<file path="src/rtl/crc8_serial_if.sv">
// Byte-in / CRC-out bundle for the bit-serial CRC-8 engine.
// Master offers bytes and clears; slave reports CRC and progress.
interface crc8_serial_if;
  logic       CLR;
  logic [7:0] DIN;
  logic       DIN_VALID;
  logic       DIN_READY;
  logic [7:0] CRC;
  logic       BUSY;
  logic       DONE;

  modport master (
    output CLR,
    output DIN,
    output DIN_VALID,
    input  DIN_READY,
    input  CRC,
    input  BUSY,
    input  DONE
  );

  modport slave (
    input  CLR,
    input  DIN,
    input  DIN_VALID,
    output DIN_READY,
    output CRC,
    output BUSY,
    output DONE
  );
endinterface

</file>
<file path="src/rtl/crc8_serial.sv">
// Bit-serial CRC-8, MSB first: one byte per 8 shift cycles.
// Idle cycle between bytes gives 9-cycle peak throughput.
module crc8_serial #(
  parameter logic [7:0] POLY = 8'h07,
  parameter logic [7:0] INIT = 8'h00
) (
  input logic           CLK,
  input logic           RST,
  crc8_serial_if.slave  bus
);

  typedef enum logic {
    IDLE,
    SHIFT
  } state_t;

  state_t     state;
  logic [7:0] crc_q;
  logic [7:0] data_q;
  logic [2:0] cnt;
  logic       done_q;
  logic       din_ready;
  logic       fb;
  logic [7:0] crc_next;

  assign din_ready     = (state == IDLE) && !bus.CLR;
  assign bus.DIN_READY = din_ready;
  assign bus.CRC       = crc_q;
  assign bus.BUSY      = (state == SHIFT);
  assign bus.DONE      = done_q;

  // One LFSR step folding in the current data MSB.
  always_comb begin
    fb       = crc_q[7] ^ data_q[7];
    crc_next = {crc_q[6:0], 1'b0} ^ (fb ? POLY : 8'h00);
  end

  // FSM, CRC register, data shifter and DONE pulse.
  always_ff @(posedge CLK) begin
    if (RST) begin
      state  <= IDLE;
      crc_q  <= INIT;
      data_q <= 8'h00;
      cnt    <= 3'd0;
      done_q <= 1'b0;
    end else if (bus.CLR) begin
      state  <= IDLE;
      crc_q  <= INIT;
      cnt    <= 3'd0;
      done_q <= 1'b0;
    end else begin
      done_q <= 1'b0;
      unique case (state)
        IDLE: begin
          if (bus.DIN_VALID && din_ready) begin
            data_q <= bus.DIN;
            cnt    <= 3'd0;
            state  <= SHIFT;
          end
        end
        SHIFT: begin
          crc_q  <= crc_next;
          data_q <= {data_q[6:0], 1'b0};
          if (cnt == 3'd7) begin
            cnt    <= 3'd0;
            state  <= IDLE;
            done_q <= 1'b1;
          end else begin
            cnt <= cnt + 3'd1;
          end
        end
        default: state <= IDLE;
      endcase
    end
  end

endmodule

</file>
<file path="src/flat_wrapper.sv">
// flat-port wrapper written by rule: the top's interface ports become plain ports
module crc8_serial_flat 
#(
  parameter logic [7:0] POLY = 8'h07,
  parameter logic [7:0] INIT = 8'h00
)
  (CLK, RST, bus_CLR, bus_DIN, bus_DIN_VALID, bus_DIN_READY, bus_CRC, bus_BUSY, bus_DONE);
  crc8_serial_if bus_i ();
  input logic CLK;
  input logic RST;
  input wire logic [$bits(bus_i.CLR)-1:0] bus_CLR;
  input wire logic [$bits(bus_i.DIN)-1:0] bus_DIN;
  input wire logic [$bits(bus_i.DIN_VALID)-1:0] bus_DIN_VALID;
  output wire logic [$bits(bus_i.DIN_READY)-1:0] bus_DIN_READY;
  output wire logic [$bits(bus_i.CRC)-1:0] bus_CRC;
  output wire logic [$bits(bus_i.BUSY)-1:0] bus_BUSY;
  output wire logic [$bits(bus_i.DONE)-1:0] bus_DONE;
  assign bus_i.CLR = bus_CLR;
  assign bus_i.DIN = bus_DIN;
  assign bus_i.DIN_VALID = bus_DIN_VALID;
  assign bus_DIN_READY = bus_i.DIN_READY;
  assign bus_CRC = bus_i.CRC;
  assign bus_BUSY = bus_i.BUSY;
  assign bus_DONE = bus_i.DONE;
  crc8_serial #(.POLY(POLY), .INIT(INIT)) u_core (.CLK(CLK), .RST(RST), .bus(bus_i));
endmodule
</file>
<file path="config.mk">
export PLATFORM = sky130hd
export DESIGN_NAME = crc8_serial_flat
export DESIGN_NICKNAME = d
export VERILOG_FILES = /design/src/rtl/crc8_serial_if.sv /design/src/rtl/crc8_serial.sv /design/src/flat_wrapper.sv
export SDC_FILE = /design/constraint.sdc
export NUM_CORES = 1
export LEC_CHECK = 0
export CAP_MARGIN = 5
export CORE_MARGIN = 2
export CORE_UTILIZATION = 48
export CTS_CLUSTER_SIZE = 20
export DETAILED_ROUTE_END_ITERATION = 10
export GPL_TIMING_DRIVEN = 0
export HOLD_SLACK_MARGIN = 0.08
export PLACE_DENSITY = 0.77
export SLEW_MARGIN = 15
export SYNTH_ARGS = -nofsm -noshare
export SYNTH_HDL_FRONTEND = slang
export SYNTH_SLANG_ARGS = --single-unit
</file>
<file path="constraint.sdc">
create_clock -name CLK -period 1.5 [get_ports CLK]
set_clock_uncertainty 0.1 [all_clocks]
set_input_delay 0.45 -clock CLK [delete_from_list [all_inputs] [get_ports CLK]]
set_output_delay 0.45 -clock CLK [all_outputs]
set_load 0.005 [all_outputs]
</file>
==> results of run 1 <==
## state kept, by name, summed over array words and instances (netlist names)
register         count
u_core.bus.CRC       8
u_core.bus.DONE      1
u_core.cnt           3
u_core.data_q        8
u_core.bus.BUSY      1
## stage by stage
step / worst slack (ns) / util [%] / setup TNS (ns)
finish: -0.0371 / 68.9 / -0.0371
global route: -0.0805 / 68.9 / -0.0805
CTS: -0.0963 / 67.3 / -0.0963
detailed placement: -0.669 / 63.0 / -5.10
global placement: -0.634 / 63.0 / -5.06
floorplan: 0.174 / - / 0
## timing repair
item	CTS	global route
pin swaps	1	0
setup buffers	9	3
endpoints found under the setup margin	13	3
gates resized for setup	46	3
cloned	0	0
## cells in the mapped netlist (2+ instances only)
master,n
dfxtp_1,21
ha_1,3
nand3b_1,4
nor2_1,18
nand3_1,2
buf_2,3
a211oi_2,5
buf_6,2
nand4b_1,2
mux2i_1,12
a21oi_1,4
nand4_1,2
buf_4,6
a211oi_1,4
nor3b_1,2
## power by group
group / switching [mW] / internal (mW)
sequential: 0.0112 / 0.575
combinational: 0.0715 / 0.0843
clock: 0.166 / 0.0993
total: 0.248 / 0.759
## layer usage
metal,wire [um],up-vias,track usage (%)
li1,-,415,-
met1,936,372,21.6
met2,907,15,30.0
met3,69,2,5.45
met4,13,0,4.17
met5,0,-,0
## cell type report
class | instances | area [um2]
plain buffers | 10 | 83.8
clock buffers | 3 | 22.5
fillers | 177 | 611
well taps | 27 | 33.8
repair buffers | 33 | 275
clock inverters | 1 | 5.00
multi-input cells | 66 | 497
flip-flops and latches | 21 | 434
## kinds of logic after synthesis
family                   share of synthesized area, %
adder cells (fa/ha/maj)                          3.78
flip-flops                                       42.4
XOR/XNOR                                         1.77
multiplexers                                     12.1
AO/OA/AOI/OAI                                    13.5
buffers and inverters                            8.32
AND/OR/NAND/NOR                                  18.2
## worst register-to-register path: stages, from the launching register on
cell and delay [ns]:
dfxtp_4 0.38, buf_6 0.12, o21ba_4 0.23, buf_6 0.14, a211oi_1 0.21
## final timing paths
path               startpoint  cells after the start  slack, ns          endpoint
max                   bus_CLR                      3      -0.04     bus_DIN_READY
min reg2reg  u_core.data_q[0]                      2       0.40  u_core.data_q[0]
min                       RST                      2       0.35  u_core.data_q[7]
max reg2reg   u_core.bus.BUSY                      4       0.21  u_core.data_q[3]
==> results.json, run 1 <==
{
  "status": "complete, but fails checks",
  "violations": "setup timing",
  "crit_buf_inv": 2,
  "netlist.area_leader.share_pct": 42.4,
  "crit_path_end_kind": "primary output",
  "dpl.cell_count": 146,
  "route.vias.total": 804,
  "avgSynthCellArea_um2": 10.1,
  "maxSlewViolCount": 0,
  "post_drt_via_cell_ratio": 4.99,
  "rsz0062_at_grt": "yes",
  "path_class": "in2out",
  "seq_area_frac_synth_pct": 42.4,
  "die_h_um": 49.5,
  "fin_ws_ns": -0.0371,
  "antennaDiodeCount": 0,
  "clock_sinks": 21,
  "grt_pass1_wl_um": 3340,
  "track_usage_pct": 17.6,
  "grt_start_max_net_pins": 20,
  "drive_gt1_share_pct": 36.6,
  "powerDensity_nw_per_um2": 745,
  "fin_cells": 161,
  "synth_edf_count": 0,
  "ioPinCount": 23,
  "hpwl_um": 1320,
  "rows": 16,
  "drcViolationCount": 0,
  "final_common_cell": "nor2_1",
  "ant_nets": 0,
  "required_ns": 0.95,
  "tritoncts": "yes",
  "synthArstFlopShare_pct": 0,
  "fin_crit_sh_pct": 102,
  "antenna_found_initial": 0,
  "dpl_cell_area_um2": 1240,
  "htreeDepth": 1,
  "area_growth_pct": 36.2,
  "power_mw": 1.01,
  "drt_iter0_markers": 16,
  "min_period_ns": 1.54,
  "vdd_drop_max_uv": 909,
  "netlist_area_um2": 992,
  "final_cell_mix": "nor2_1 (17), buf_4 (16), mux2i_1 (12), dfxtp_1 (12), clkdlybuf4s50_1 (9)",
  "initial_core_util_pct": 50.6,
  "routedWlPerCell_um": 12.0,
  "portBuffers": 21,
  "cts_root_buffer": "clkbuf_4",
  "cts_buffers": 3,
  "maxCapViolCount": 0,
  "gp_congestion": 0.811,
  "routed_wl_um": 1930,
  "ys.flop_type": "dfxtp_1",
  "core_area_um2": 1960,
  "hold_viol_final": 0,
  "setup_viol": 1,
  "critPathTopFamily": "buffers and inverters",
  "grt-ovfl-total": 0,
  "cts_max_path_buffers": 2,
  "min_path_type": "in2reg",
  "maxSlewHeadroom_pct": 73.6,
  "dieArea_um2": 2450,
  "clkSlewWorstSetupHoldPaths_ns": 0.12,
  "yosys.area.top_type": "dfxtp_1",
  "nNetsFinal": 150,
  "cp.arrival_ns": 0.99,
  "synth_cell_types": 23,
  "dieWidth_um": 49.5,
  "fin_hold_ws_ns": 0.353,
  "fmax_ghz": 0.651,
  "slowest_stage": "dlygate4sd2_1",
  "hold_buffers": 0,
  "syn-num-nets": 113,
  "start_kind": "input pin",
  "crit_path_max_incr_delay_ns": 0.31,
  "worstSkewPairLatency_ns": 0.30,
  "grt_pass1_vias": 762,
  "firstDrtPassIters": 4,
  "p_leak_nw": 0.582,
  "cp_max_fo": 6,
  "worst_slew_pin_slew_ns": 0.394,
  "synth-seq-cells": 21,
  "synthTopCellsByArea": "dfxtp_1 (42%), mux2i_1 (12%), nor2_1 (6.8%)",
  "postSynthCellCount": 98,
  "fin_area_um2": 1350,
  "crit_chain": "dlygate4sd2_1, nor2_4, buf_6",
  "ys.warnings.count": 0
}
No activity file was read; power rests on OpenSTA's default activity.
==> run 2: changes to the inputs <==
- CELL_PAD_IN_SITES_DETAIL_PLACEMENT: default -> 1
- CELL_PAD_IN_SITES_GLOBAL_PLACEMENT: default -> 1
- CORE_ASPECT_RATIO: default -> 2
- CORE_UTILIZATION: 48 -> 37
- MAX_ROUTING_LAYER: default -> met4
- PLACE_DENSITY: 0.77 -> default
- PLACE_DENSITY_LB_ADDON: default -> 0.1
==> results.json, run 2 (same netlist as run 1, synthesis figures left out) <==
{
  "maxSlewViolCount": 0,
  "crit_path_max_incr_delay_ns": 0.36,
  "cts_root_buffer": "clkbuf_8",
  "hpwl_um": 1740,
  "rows": 26,
  "drt_iter0_markers": 10,
  "clkSlewWorstSetupHoldPaths_ns": 0.08,
  "crit_chain": "buf_12, nor2_4, buf_2",
  "maxSlewHeadroom_pct": 71.5,
  "drive_gt1_share_pct": 32.8,
  "worstSkewPairLatency_ns": 0.27,
  "antennaDiodeCount": 0,
  "fmax_ghz": 0.670,
  "drcViolationCount": 0,
  "initial_core_util_pct": 39.1,
  "status": "finished, final reports clean",
  "htreeDepth": 1,
  "worst_slew_pin_slew_ns": 0.425,
  "vdd_drop_max_uv": 593,
  "route.vias.total": 842,
  "fin_crit_sh_pct": 99.4,
  "power_frac_seq_pct": 52.4,
  "grt_start_max_net_pins": 20,
  "maxCapViolCount": 0,
  "final_cell_mix": "nor2_1 (17), buf_4 (17), mux2i_1 (12), dfxtp_1 (12), clkdlybuf4s50_1 (8)",
  "area_growth_pct": 38.6,
  "fin_util_pct": 54.2,
  "p_leak_nw": 0.582,
  "antenna_found_initial": 0,
  "nNetsFinal": 150,
  "cts_buffers": 3,
  "hold_buffers": 0,
  "core_area_um2": 2540,
  "routedWlPerCell_um": 14.6,
  "combPwrFrac_pct": 13.5,
  "tritoncts": "yes",
  "min_period_ns": 1.49,
  "routed_wl_um": 2370,
  "cp.arrival_ns": 0.94,
  "crit_buf_inv": 2,
  "path_class": "reg2out",
  "multi_input_area_um2": 497,
  "required_ns": 0.95,
  "grt_pass1_wl_um": 3970,
  "ant_nets": 0,
  "hold_viol_final": 0,
  "clock_sinks": 21,
  "p_int_uw": 843,
  "powerDensity_nw_per_um2": 812,
  "die_h_um": 77.2,
  "dpl_cell_area_um2": 1240,
  "dieWidth_um": 40.6,
  "seqCellArea_um2": 437,
  "critPathTopFamily": "flip-flops",
  "fin_hold_ws_ns": 0.388,
  "setup_viol": 0,
  "ioPinCount": 23,
  "firstDrtPassIters": 5,
  "cts_max_path_buffers": 2,
  "crit_path_end_kind": "primary output",
  "rsz0062_at_grt": "yes",
  "p_sw_uw": 274,
  "grt-ovfl-total": 0,
  "dieArea_um2": 3140,
  "fillers": 295,
  "pwr-share-clk_pct": 34.2,
  "grt_pass1_vias": 865,
  "slowest_stage": "dfxtp_4",
  "power_mw": 1.12,
  "track_usage_pct": 18.8,
  "cp_max_fo": 7,
  "post_drt_via_cell_ratio": 5.20,
  "min_path_type": "in2reg",
  "switching_share_pct": 24.6,
  "portBuffers": 21,
  "gp_congestion": 0.747,
  "start_kind": "flip-flop",
  "fin_area_um2": 1380
}
-- run 2: changes by cell type in the layout (fill, tap and decap cells not counted), moves of 3 or more --
cell / before / now
buf_6: 4 / 1
clkbuf_4: 3 / 0
clkdlybuf4s15_1: 0 / 4
buf_2: 7 / 4
clkbuf_8: 0 / 3
-- run 2: metrics by stage --
stage,setup WS (ns),std cells,TNS [ns]
after floorplan,0.174,98,0
after global placement,-0.658,147,-5.58
after detailed placement,-0.677,147,-6.52
after CTS,-0.0600,158,-0.0600
after global routing,-0.0201,162,-0.0201
final,0.00835,162,0
-- run 2: final timing paths --
check | cells after the start | start | to | slack, ns
worst max-delay path | 3 | u_core.bus.BUSY | bus_DIN_READY | 0.008
worst min-delay path | 2 | RST | u_core.data_q[5] | 0.39
worst max register to register | 5 | u_core.bus.BUSY | u_core.data_q[0] | 0.18
worst min register to register | 2 | u_core.cnt[1] | u_core.cnt[1] | 0.40
-- run 2: timing repair --
action,4_1_cts,5_1_grt
setup endpoints to repair,20,2
pin swaps,0,1
gates resized for setup,36,3
buffers inserted,8,4
-- run 2: per-layer routing --
layer  up-vias  wire [um]  track usage, %
li1        413          -               -
met1       406        836            18.6
met2        18       1400            32.1
met3         5         72            2.60
met4         0         62            10.0
met5         -          0               -
-- run 2: power by group through the flow --
stage | Clock, mW | Combinational [mW] | Sequential [mW]
global route | 0.425 | 0.167 | 0.588
detailed placement | 0 | 0.144 | 0.602
CTS | 0.400 | 0.145 | 0.586
finish | 0.382 | 0.150 | 0.585
global placement | 0 | 0.141 | 0.601
floorplan | 0 | 0.0885 | 0.599
-- run 2: worst reg2reg max path, cell delays in order, from the launching register on --
cell     delay, ns
dfxtp_4       0.36
buf_12        0.13
buf_4         0.15
nor2_1        0.24
o21ai_0       0.12
a21oi_1       0.15
-- run 2: layout make-up --
| type | instances | share of cell area (%) |
|---|---|---|
| sequential | 21 | 31.8 |
| clock buffer | 4 | 3.28 |
| multi-input combinational | 66 | 36.1 |
| buffer | 10 | 6.10 |
| timing repair buffer | 33 | 20.2 |
| tap | 28 | 2.55 |
